**config.mk**
```make
export PLATFORM = sky130hd
export DESIGN_NAME = sample_buf_sequencer
export DESIGN_NICKNAME = d
export VERILOG_FILES = /design/src/rtl/sample_buf_sequencer.sv
export SDC_FILE = /design/constraint.sdc
export NUM_CORES = 1
export LEC_CHECK = 0
export CORE_MARGIN = 2
export CORE_UTILIZATION = 55
export CTS_BUF_LIST = sky130_fd_sc_hd__clkbuf_4 sky130_fd_sc_hd__clkbuf_8
export CTS_CLUSTER_SIZE = 20
export DETAILED_ROUTE_END_ITERATION = 12
export GPL_ROUTABILITY_DRIVEN = 0
export PLACE_DENSITY = 0.84
export SETUP_SLACK_MARGIN = 0.05
export SLEW_MARGIN = 30
export SYNTH_ARGS = -nofsm -noshare
export SYNTH_HDL_FRONTEND = slang
export SYNTH_SLANG_ARGS = --single-unit
```
**constraint.sdc**
```tcl
create_clock -name clk -period 2.7 [get_ports clk]
set_input_delay 0.675 -clock clk [delete_from_list [all_inputs] [get_ports clk]]
set_output_delay 0.675 -clock clk [all_outputs]
set_load 0.01 [all_outputs]
```
**src/rtl/sample_buf_sequencer.sv**
```systemverilog
// Sequencer for the 4-lane sample buffer.
// Loads a DEPTH-sample burst, then replays it as num_passes back-to-back read passes.
// Read passes carry framing that is aligned to the buffer's registered read data.
module sample_buf_sequencer #(
   parameter int unsigned DEPTH = 128,
   parameter int unsigned PW    = 8
) (
   input  logic                     clk,
   input  logic                     rst,
   input  logic                     load_start,
   input  logic                     in_valid,
   output logic                     load_ready,
   output logic                     load_done,
   output logic                     load_err,
   output logic                     loaded,
   input  logic                     run_start,
   input  logic [PW-1:0]            num_passes,
   input  logic                     pass_ready,
   output logic                     ram_en,
   output logic                     ram_rw,
   output logic                     samp_valid,
   output logic [$clog2(DEPTH)-1:0] samp_idx,
   output logic [PW-1:0]            pass_idx,
   output logic                     pass_first,
   output logic                     pass_last,
   output logic                     run_done,
   output logic                     busy
);

   localparam int unsigned IW = $clog2(DEPTH);

   typedef enum logic [1:0] {
      S_IDLE    = 2'd0,
      S_LOAD    = 2'd1,
      S_RD_WAIT = 2'd2,
      S_READ    = 2'd3
   } state_t;

   state_t          state_q, state_d;
   logic            loaded_q, loaded_d;
   logic [IW-1:0]   wr_cnt_q, wr_cnt_d;
   logic [IW-1:0]   rd_cnt_q, rd_cnt_d;
   logic [PW-1:0]   num_passes_q, num_passes_d;
   logic [PW-1:0]   pass_idx_q, pass_idx_d;
   logic            load_done_q, load_done_d;
   logic            load_err_q, load_err_d;
   logic            run_done_q, run_done_d;
   logic            samp_valid_q, samp_valid_d;
   logic [IW-1:0]   samp_idx_q, samp_idx_d;
   logic            pass_first_q, pass_first_d;
   logic            pass_last_q, pass_last_d;
   logic            busy_q, busy_d;
   logic            load_ready_q, load_ready_d;

   // State and pipeline registers with synchronous reset
   always_ff @(posedge clk) begin
      if (rst) begin
         state_q      <= S_IDLE;
         loaded_q     <= 1'b0;
         wr_cnt_q     <= '0;
         rd_cnt_q     <= '0;
         num_passes_q <= '0;
         pass_idx_q   <= '0;
         load_done_q  <= 1'b0;
         load_err_q   <= 1'b0;
         run_done_q   <= 1'b0;
         samp_valid_q <= 1'b0;
         samp_idx_q   <= '0;
         pass_first_q <= 1'b0;
         pass_last_q  <= 1'b0;
         busy_q       <= 1'b0;
         load_ready_q <= 1'b0;
      end else begin
         state_q      <= state_d;
         loaded_q     <= loaded_d;
         wr_cnt_q     <= wr_cnt_d;
         rd_cnt_q     <= rd_cnt_d;
         num_passes_q <= num_passes_d;
         pass_idx_q   <= pass_idx_d;
         load_done_q  <= load_done_d;
         load_err_q   <= load_err_d;
         run_done_q   <= run_done_d;
         samp_valid_q <= samp_valid_d;
         samp_idx_q   <= samp_idx_d;
         pass_first_q <= pass_first_d;
         pass_last_q  <= pass_last_d;
         busy_q       <= busy_d;
         load_ready_q <= load_ready_d;
      end
   end

   // Next-state, buffer strobes and output pipeline
   always_comb begin
      state_d      = state_q;
      loaded_d     = loaded_q;
      wr_cnt_d     = wr_cnt_q;
      rd_cnt_d     = rd_cnt_q;
      num_passes_d = num_passes_q;
      pass_idx_d   = pass_idx_q;
      load_done_d  = 1'b0;
      load_err_d   = 1'b0;
      run_done_d   = 1'b0;
      ram_en       = 1'b0;
      ram_rw       = 1'b0;

      // Pass number moves on once the last sample of a pass has been presented
      if (pass_last_q) begin
         pass_idx_d = pass_idx_q + PW'(1);
      end

      case (state_q)
         S_IDLE: begin
            if (load_start) begin
               state_d  = S_LOAD;
               loaded_d = 1'b0;
               wr_cnt_d = '0;
            end else if (run_start && loaded_q) begin
               num_passes_d = num_passes;
               pass_idx_d   = '0;
               if (num_passes == '0) begin
                  run_done_d = 1'b1;
               end else begin
                  state_d = S_RD_WAIT;
               end
            end
         end
         S_LOAD: begin
            ram_rw = 1'b1;
            ram_en = in_valid;
            if (in_valid) begin
               wr_cnt_d = wr_cnt_q + IW'(1);
               if (wr_cnt_q == IW'(DEPTH - 1)) begin
                  state_d     = S_IDLE;
                  load_done_d = 1'b1;
                  loaded_d    = 1'b1;
               end
            end else if (wr_cnt_q != '0) begin
               // A gap after the burst started breaks address continuity
               state_d    = S_IDLE;
               load_err_d = 1'b1;
            end
         end
         S_RD_WAIT: begin
            if (pass_ready) begin
               state_d  = S_READ;
               rd_cnt_d = '0;
            end
         end
         S_READ: begin
            ram_en   = 1'b1;
            rd_cnt_d = rd_cnt_q + IW'(1);
            if (rd_cnt_q == IW'(DEPTH - 1)) begin
               if (pass_idx_q == num_passes_q - PW'(1)) begin
                  state_d    = S_IDLE;
                  run_done_d = 1'b1;
               end else begin
                  state_d = S_RD_WAIT;
               end
            end
         end
         default: state_d = S_IDLE;
      endcase

      samp_valid_d = (state_q == S_READ);
      samp_idx_d   = rd_cnt_q;
      pass_first_d = (state_q == S_READ) && (rd_cnt_q == '0);
      pass_last_d  = (state_q == S_READ) && (rd_cnt_q == IW'(DEPTH - 1));
      busy_d       = (state_d != S_IDLE);
      load_ready_d = (state_d == S_LOAD);
   end

   assign load_ready = load_ready_q;
   assign load_done  = load_done_q;
   assign load_err   = load_err_q;
   assign loaded     = loaded_q;
   assign samp_valid = samp_valid_q;
   assign samp_idx   = samp_idx_q;
   assign pass_idx   = pass_idx_q;
   assign pass_first = pass_first_q;
   assign pass_last  = pass_last_q;
   assign run_done   = run_done_q;
   assign busy       = busy_q;

endmodule

```
# Yosys cells after proc, flatten, opt, wreduce, memory -nomap -nowiden
# Index checks and enable logic that the tools add are counted.
[word_totals]
register_bits = 48
in_bits = 14
out_inout_bits = 26
word_cells = 82
[classes]
addsub = 4
eq_ne = 11
mux = 33
bitwise_logic = 3
reduce_logical = 16
[op_table]
columns = ["operator", "count"]
rows = [
  ["$mux W8", 4],
  ["$pmux W7 S2", 2],
  ["$mux W7", 3],
  ["$mux W2", 9],
  ["$add A7 B1 Y7 const B", 2],
  ["$eq A7 B7 Y1 const B", 2],
  ["$mux W1", 11],
  ["$add A8 B1 Y8 const B", 1],
  ["$eq A8 B8 Y1", 1],
  ["$logic_not A8 Y1", 1],
  ["$ne A2 B2 Y1 const B", 4],
  ["$pmux W2 S4", 1],
  ["$sub A8 B1 Y8 const B", 1],
  ["$logic_not A7 Y1", 1],
  ["$reduce_bool A7 Y1", 1],
  ["$pmux W1 S2", 3],
  ["$reduce_and A3 Y1", 2],
  ["$reduce_bool A2 Y1", 3],
  ["$reduce_or A3 Y1", 2],
  ["$eq A2 B1 Y1 const B", 2],
  ["$eq A2 B2 Y1 const B", 2],
  ["$reduce_and A4 Y1", 1],
  ["$logic_and A1 B1 Y1", 3],
  ["$not A1 Y1", 3],
  ["other kinds (2)", 2],
]

# Depth between registers and ports, before layout
[depth]
word_depth = 6
mapped_depth = 9
depth_no_buf = 8

# Worst setup path after synthesis
# Ideal clock, no wire load.
[synth_timing]
path_type = "register -> register"
startpoint = "register num_passes_q[0]"
endpoint = "register load_ready_q (netlist: load_ready)"
t_arrival_ns = 1.841
required_ns = 2.627
slack_ns = 0.786
path_stages_with_launch = 9
synth_period_minus_slack_ns = 1.914
path_cell_list = "dfxtp_1 inv_1 ha_1 o21ba_2 a22oi_1 a22oi_1 o41ai_2 o2111a_2 nor3b_2"
[synth_via]
elab_chain_len = 6
[synth_rtl]
columns = ["item", "line", "rtl"]
rows = [
  ["from (decl)", "43", "logic [PW-1:0] num_passes_q, num_passes_d;"],
  ["from (signal assigned)", "78", "num_passes_q <= num_passes_d;"],
  ["$sub A8 B1 Y8", "153", "if (pass_idx_q == num_passes_q - PW'(1)) begin"],
  ["$eq A8 B8 Y1", "153", ""],
  ["$mux W2", "153", ""],
  ["$mux W2", "152", "if (rd_cnt_q == IW'(DEPTH - 1)) begin"],
  ["$pmux W2 S4", "111", "case (state_q)"],
  ["$eq A2 B1 Y1", "169", "load_ready_d = (state_d == S_LOAD);"],
  ["to (signal assigned)", "88", "load_ready_q <= load_ready_d;"],
  ["to (decl)", "53", "logic load_ready_q, load_ready_d;"],
]
# Every way passes these cells.
# A chain may end at the register's enable or synchronous reset.

# Worst setup path in the final report
[layout_timing]
startpoint = "register state_q[1]"
endpoint = "output port ram_en"
[layout_via]
elab_chain_len = 2
[layout_rtl]
columns = ["item", "line", "rtl"]
rows = [
  ["from (decl)", "39", "state_t state_q, state_d;"],
  ["from (signal assigned)", "74", "state_q <= state_d;"],
  ["$eq A2 B2 Y1 or $eq A2 B1 Y1 (tied branches)", "111", ""],
  ["$pmux W1 S2 (*)", "111", ""],
  ["to (decl)", "19", "output logic ram_en,"],
]
# Every way passes the cells marked *; elsewhere a longest branch is shown, timed or not.

==> results.cfg <==
[cts]
clockRootBuffer = clkbuf_8
cts_setup_buffers = 0
htreeDepth = 2
clock_latency_ns = 0.29
cts_tree = yes
ctsResizeCount = 0
cts_buffers = 5
cts_sinks = 48
cts_hold_buf = 0
cts_buffer_depth = 2
clk_pin_slew_worst_paths_ns = 0.08

[sta]
period_minus_slack_ns = 2.54
fin_skew_ns = 0.00502
setup_viol = 0
relSlewSlack = 0.695
fmax_mhz = 394
tns_ns = 0
worst_pin_slew_ns = 0.457
hold_viol = 0
slew_viol_final = 0
period_share = 0.941
setup_slack_ns = 0.160
rsz0062_at_grt = no

[synthesis]
async_flop_share = 0
synth_seq_cells = 48
syn_avg_cell_area_um2 = 8.66
syn_nets = 293
netlist_instances = 269
seq_area_frac_synth = 0.413
yosys_warnings = 0
synth_cell_types = 48
synthesis.area_mm2 = 0.00233
synth-edff-count = 0
synth-main-ff-cell = dfxtp_1

[routing]
wl_per_cell_um = 13.1
via_count = 1992
drt_iter0_drc = 87
vias_per_cell = 5.52
antenna_left = 0
route.detailed.drc = 0
drt_pass1_iterations = 4
wirelength_um = 4710

[floorplanning]
core_region_area_mm2 = 0.00403
num_rows = 23
dieArea_mm2 = 0.00477
die_w_um = 69.1
num_io_pins = 40
die_h_um = 69.1
start_util = 0.578

[critical_path]
crit_chain = inv_1 > ha_1 > nand2_1 > nand2_1 > clkdlybuf4s50_1
cp.required_ns = 2.03
ff2ff_setup_slack_ns = 0.57
crit_buf_inv = 2
cp_max_fo = 10
startpoint = state_q[1]$_SDFF_PP0_
reg2reg_to = load_ready$_SDFF_PP0_
crit_cells = 5
crit_slowest_cell = clkdlybuf4s50_1
end_kind = primary output
cpPeakStageDelay_ns = 0.53
crit_end = ram_en
path_common_cell = nand2_1
setup.worst_path.start_class = register
reg2reg_depth = 8
r2r_start = num_passes_q[0]$_SDFFE_PP0P_
cp.arrival_ns = 1.86
critical_path_class = register to primary output
crit_family = buffers and inverters

[flow_run]
max_cap_violations = 0

[final_layout]
final_util = 0.712
multi_input_area_mm2 = 0.00127
nFillCells = 325
finalNonFillerCells = 361
drive_above_1_share = 0.0772
diodes = 0
postLayoutCellArea_mm2 = 0.00287
finalNetCount = 334
areaGrowthSynthToFinish_pct = 23.2
ff_latch_area_um2 = 961

[place]
dp_slack_ns = 0.181
place_hpwl_um = 3600
port_buffers = 39
placed_cells = 353
post_dp_cell_area_mm2 = 0.00277

[power]
internal_power_mw = 1.00
p_leak_nw = 1.08
switching_share = 0.236
ir_drop_v = 0.000287
p_comb_frac = 0.109
p_switching_uw = 309
p_per_area_mw_per_mm2 = 458
power.share.sequential = 0.553
p_clk_frac = 0.338

[grt]
grt_pass1_wl_um = 7940
gr-total-overflow = 0
grt_pass1_vias = 1811
grt_max_degree = 15
grt_antenna_before_repair = 0
grt_use_total = 0.200

[outcome]
outcome = finished clean

[min_path]
hold_class = register to register
==> power groups by stage <==
stage | Combinational [mW] | Clock (mW) | Sequential [mW]
6_report | 0.143 | 0.444 | 0.726
5_1_grt | 0.154 | 0.486 | 0.727
4_1_cts | 0.143 | 0.456 | 0.726
3_5_place_dp | 0.142 | 0 | 0.742
3_3_place_gp | 0.138 | 0 | 0.742
2_1_floorplan | 0.0840 | 0 | 0.743
==> tightest hold or removal path, stage by stage, from the launching register on <==
cell	delay (ns)
dfxtp_1	0.33
nand2_1	0.06
a21oi_1	0.05
==> synth_stat cells, drive strengths merged (2+ instances only) <==
cell type  number  area (um^2)
nor2b           7         43.8
nor3            4         25.0
nor3b           2         20.0
nor2           33          124
a211oi          3         27.5
clkbuf          8         30.0
o21ai           6         30.0
mux2i           3         30.0
a21oi          12         63.8
a31oi           2         12.5
and3            3         18.8
o21bai          2         15.0
and2            2         12.5
nand2b          4         25.0
nor4            6         37.5
a22oi           5         37.5
ha             10          125
nand3          12         60.1
buf             3         26.3
dfxtp          48          961
nand2          33          124
xor2           15          131
xnor2          10         87.6
nand4           7         43.8
inv            12         45.0
==> final cells by class <==
class	count	share of cell area
Timing Repair Buffer	45	0.152
Multi-Input combinational cell	198	0.442
Clock buffer	7	0.0314
Inverter	12	0.0157
Tap cell	50	0.0218
Sequential cell	48	0.335
Clock inverter	1	0.00262
==> logic make-up (layout without fill, tap and decap cells) <==
family	Yosys count	in the layout	synth area share
and+or+nand+nor	122	122	0.267
DFF	48	48	0.413
AOI/OAI and AO/OA	37	37	0.112
xor gates and xnor gates	25	25	0.0940
buffers and inverters	23	65	0.0435
adders and majority gates	10	10	0.0537
muxes	4	4	0.0177
==> per-stage QoR <==
stage | power, mW | hold WS [ns]
after CTS | 1.32 | 0.484
final | 1.31 | 0.479
after global placement | 0.880 | 0.461
after detailed placement | 0.883 | 0.472
after floorplan | 0.827 | 0.449
after global routing | 1.37 | 0.498
==> registers in the layout, indices dropped and copies added (netlist names), 2 cells and up <==
| register | flops |
|---|---|
| num_passes_q | 8 |
| rd_cnt_q | 7 |
| wr_cnt_q | 7 |
| state_q | 2 |
| samp_idx | 7 |
| pass_idx | 8 |
==> cell usage in the layout (no fill, tap or decap), drive strengths merged, types with 5 or more instances in the layout <==
cell type,instances
a22oi,5
nand4,7
nor2b,7
nor2,33
dfxtp,48
inv,12
nand2,33
clkbuf,7
buf,6
o21ai,6
xnor2,10
ha,10
nand3,12
clkdlybuf4s50,39
a21oi,12
nor4,6
xor2,15
==> worst min-delay path by stage <==
stage,startpoint,depth (start not counted),endpoint
global placement,num_passes_q[7]$_SDFFE_PP0P_,2,num_passes_q[7]$_SDFFE_PP0P_
global route,num_passes_q[7]$_SDFFE_PP0P_,2,num_passes_q[7]$_SDFFE_PP0P_
CTS,num_passes_q[7]$_SDFFE_PP0P_,2,num_passes_q[7]$_SDFFE_PP0P_
detailed placement,num_passes_q[7]$_SDFFE_PP0P_,2,num_passes_q[7]$_SDFFE_PP0P_
floorplan,num_passes_q[7]$_SDFFE_PP0P_,2,num_passes_q[7]$_SDFFE_PP0P_
finish,num_passes_q[7]$_SDFFE_PP0P_,2,num_passes_q[7]$_SDFFE_PP0P_
==> metal layers <==
layer  routed length, um  share of wire  GRT usage
met1                2130           0.45      0.244
met3                 179          0.038     0.0482
met4                  81          0.017     0.0763
met2                2320           0.49      0.338
met5                   0              0          0
No activity file was read; power rests on OpenSTA's default activity.
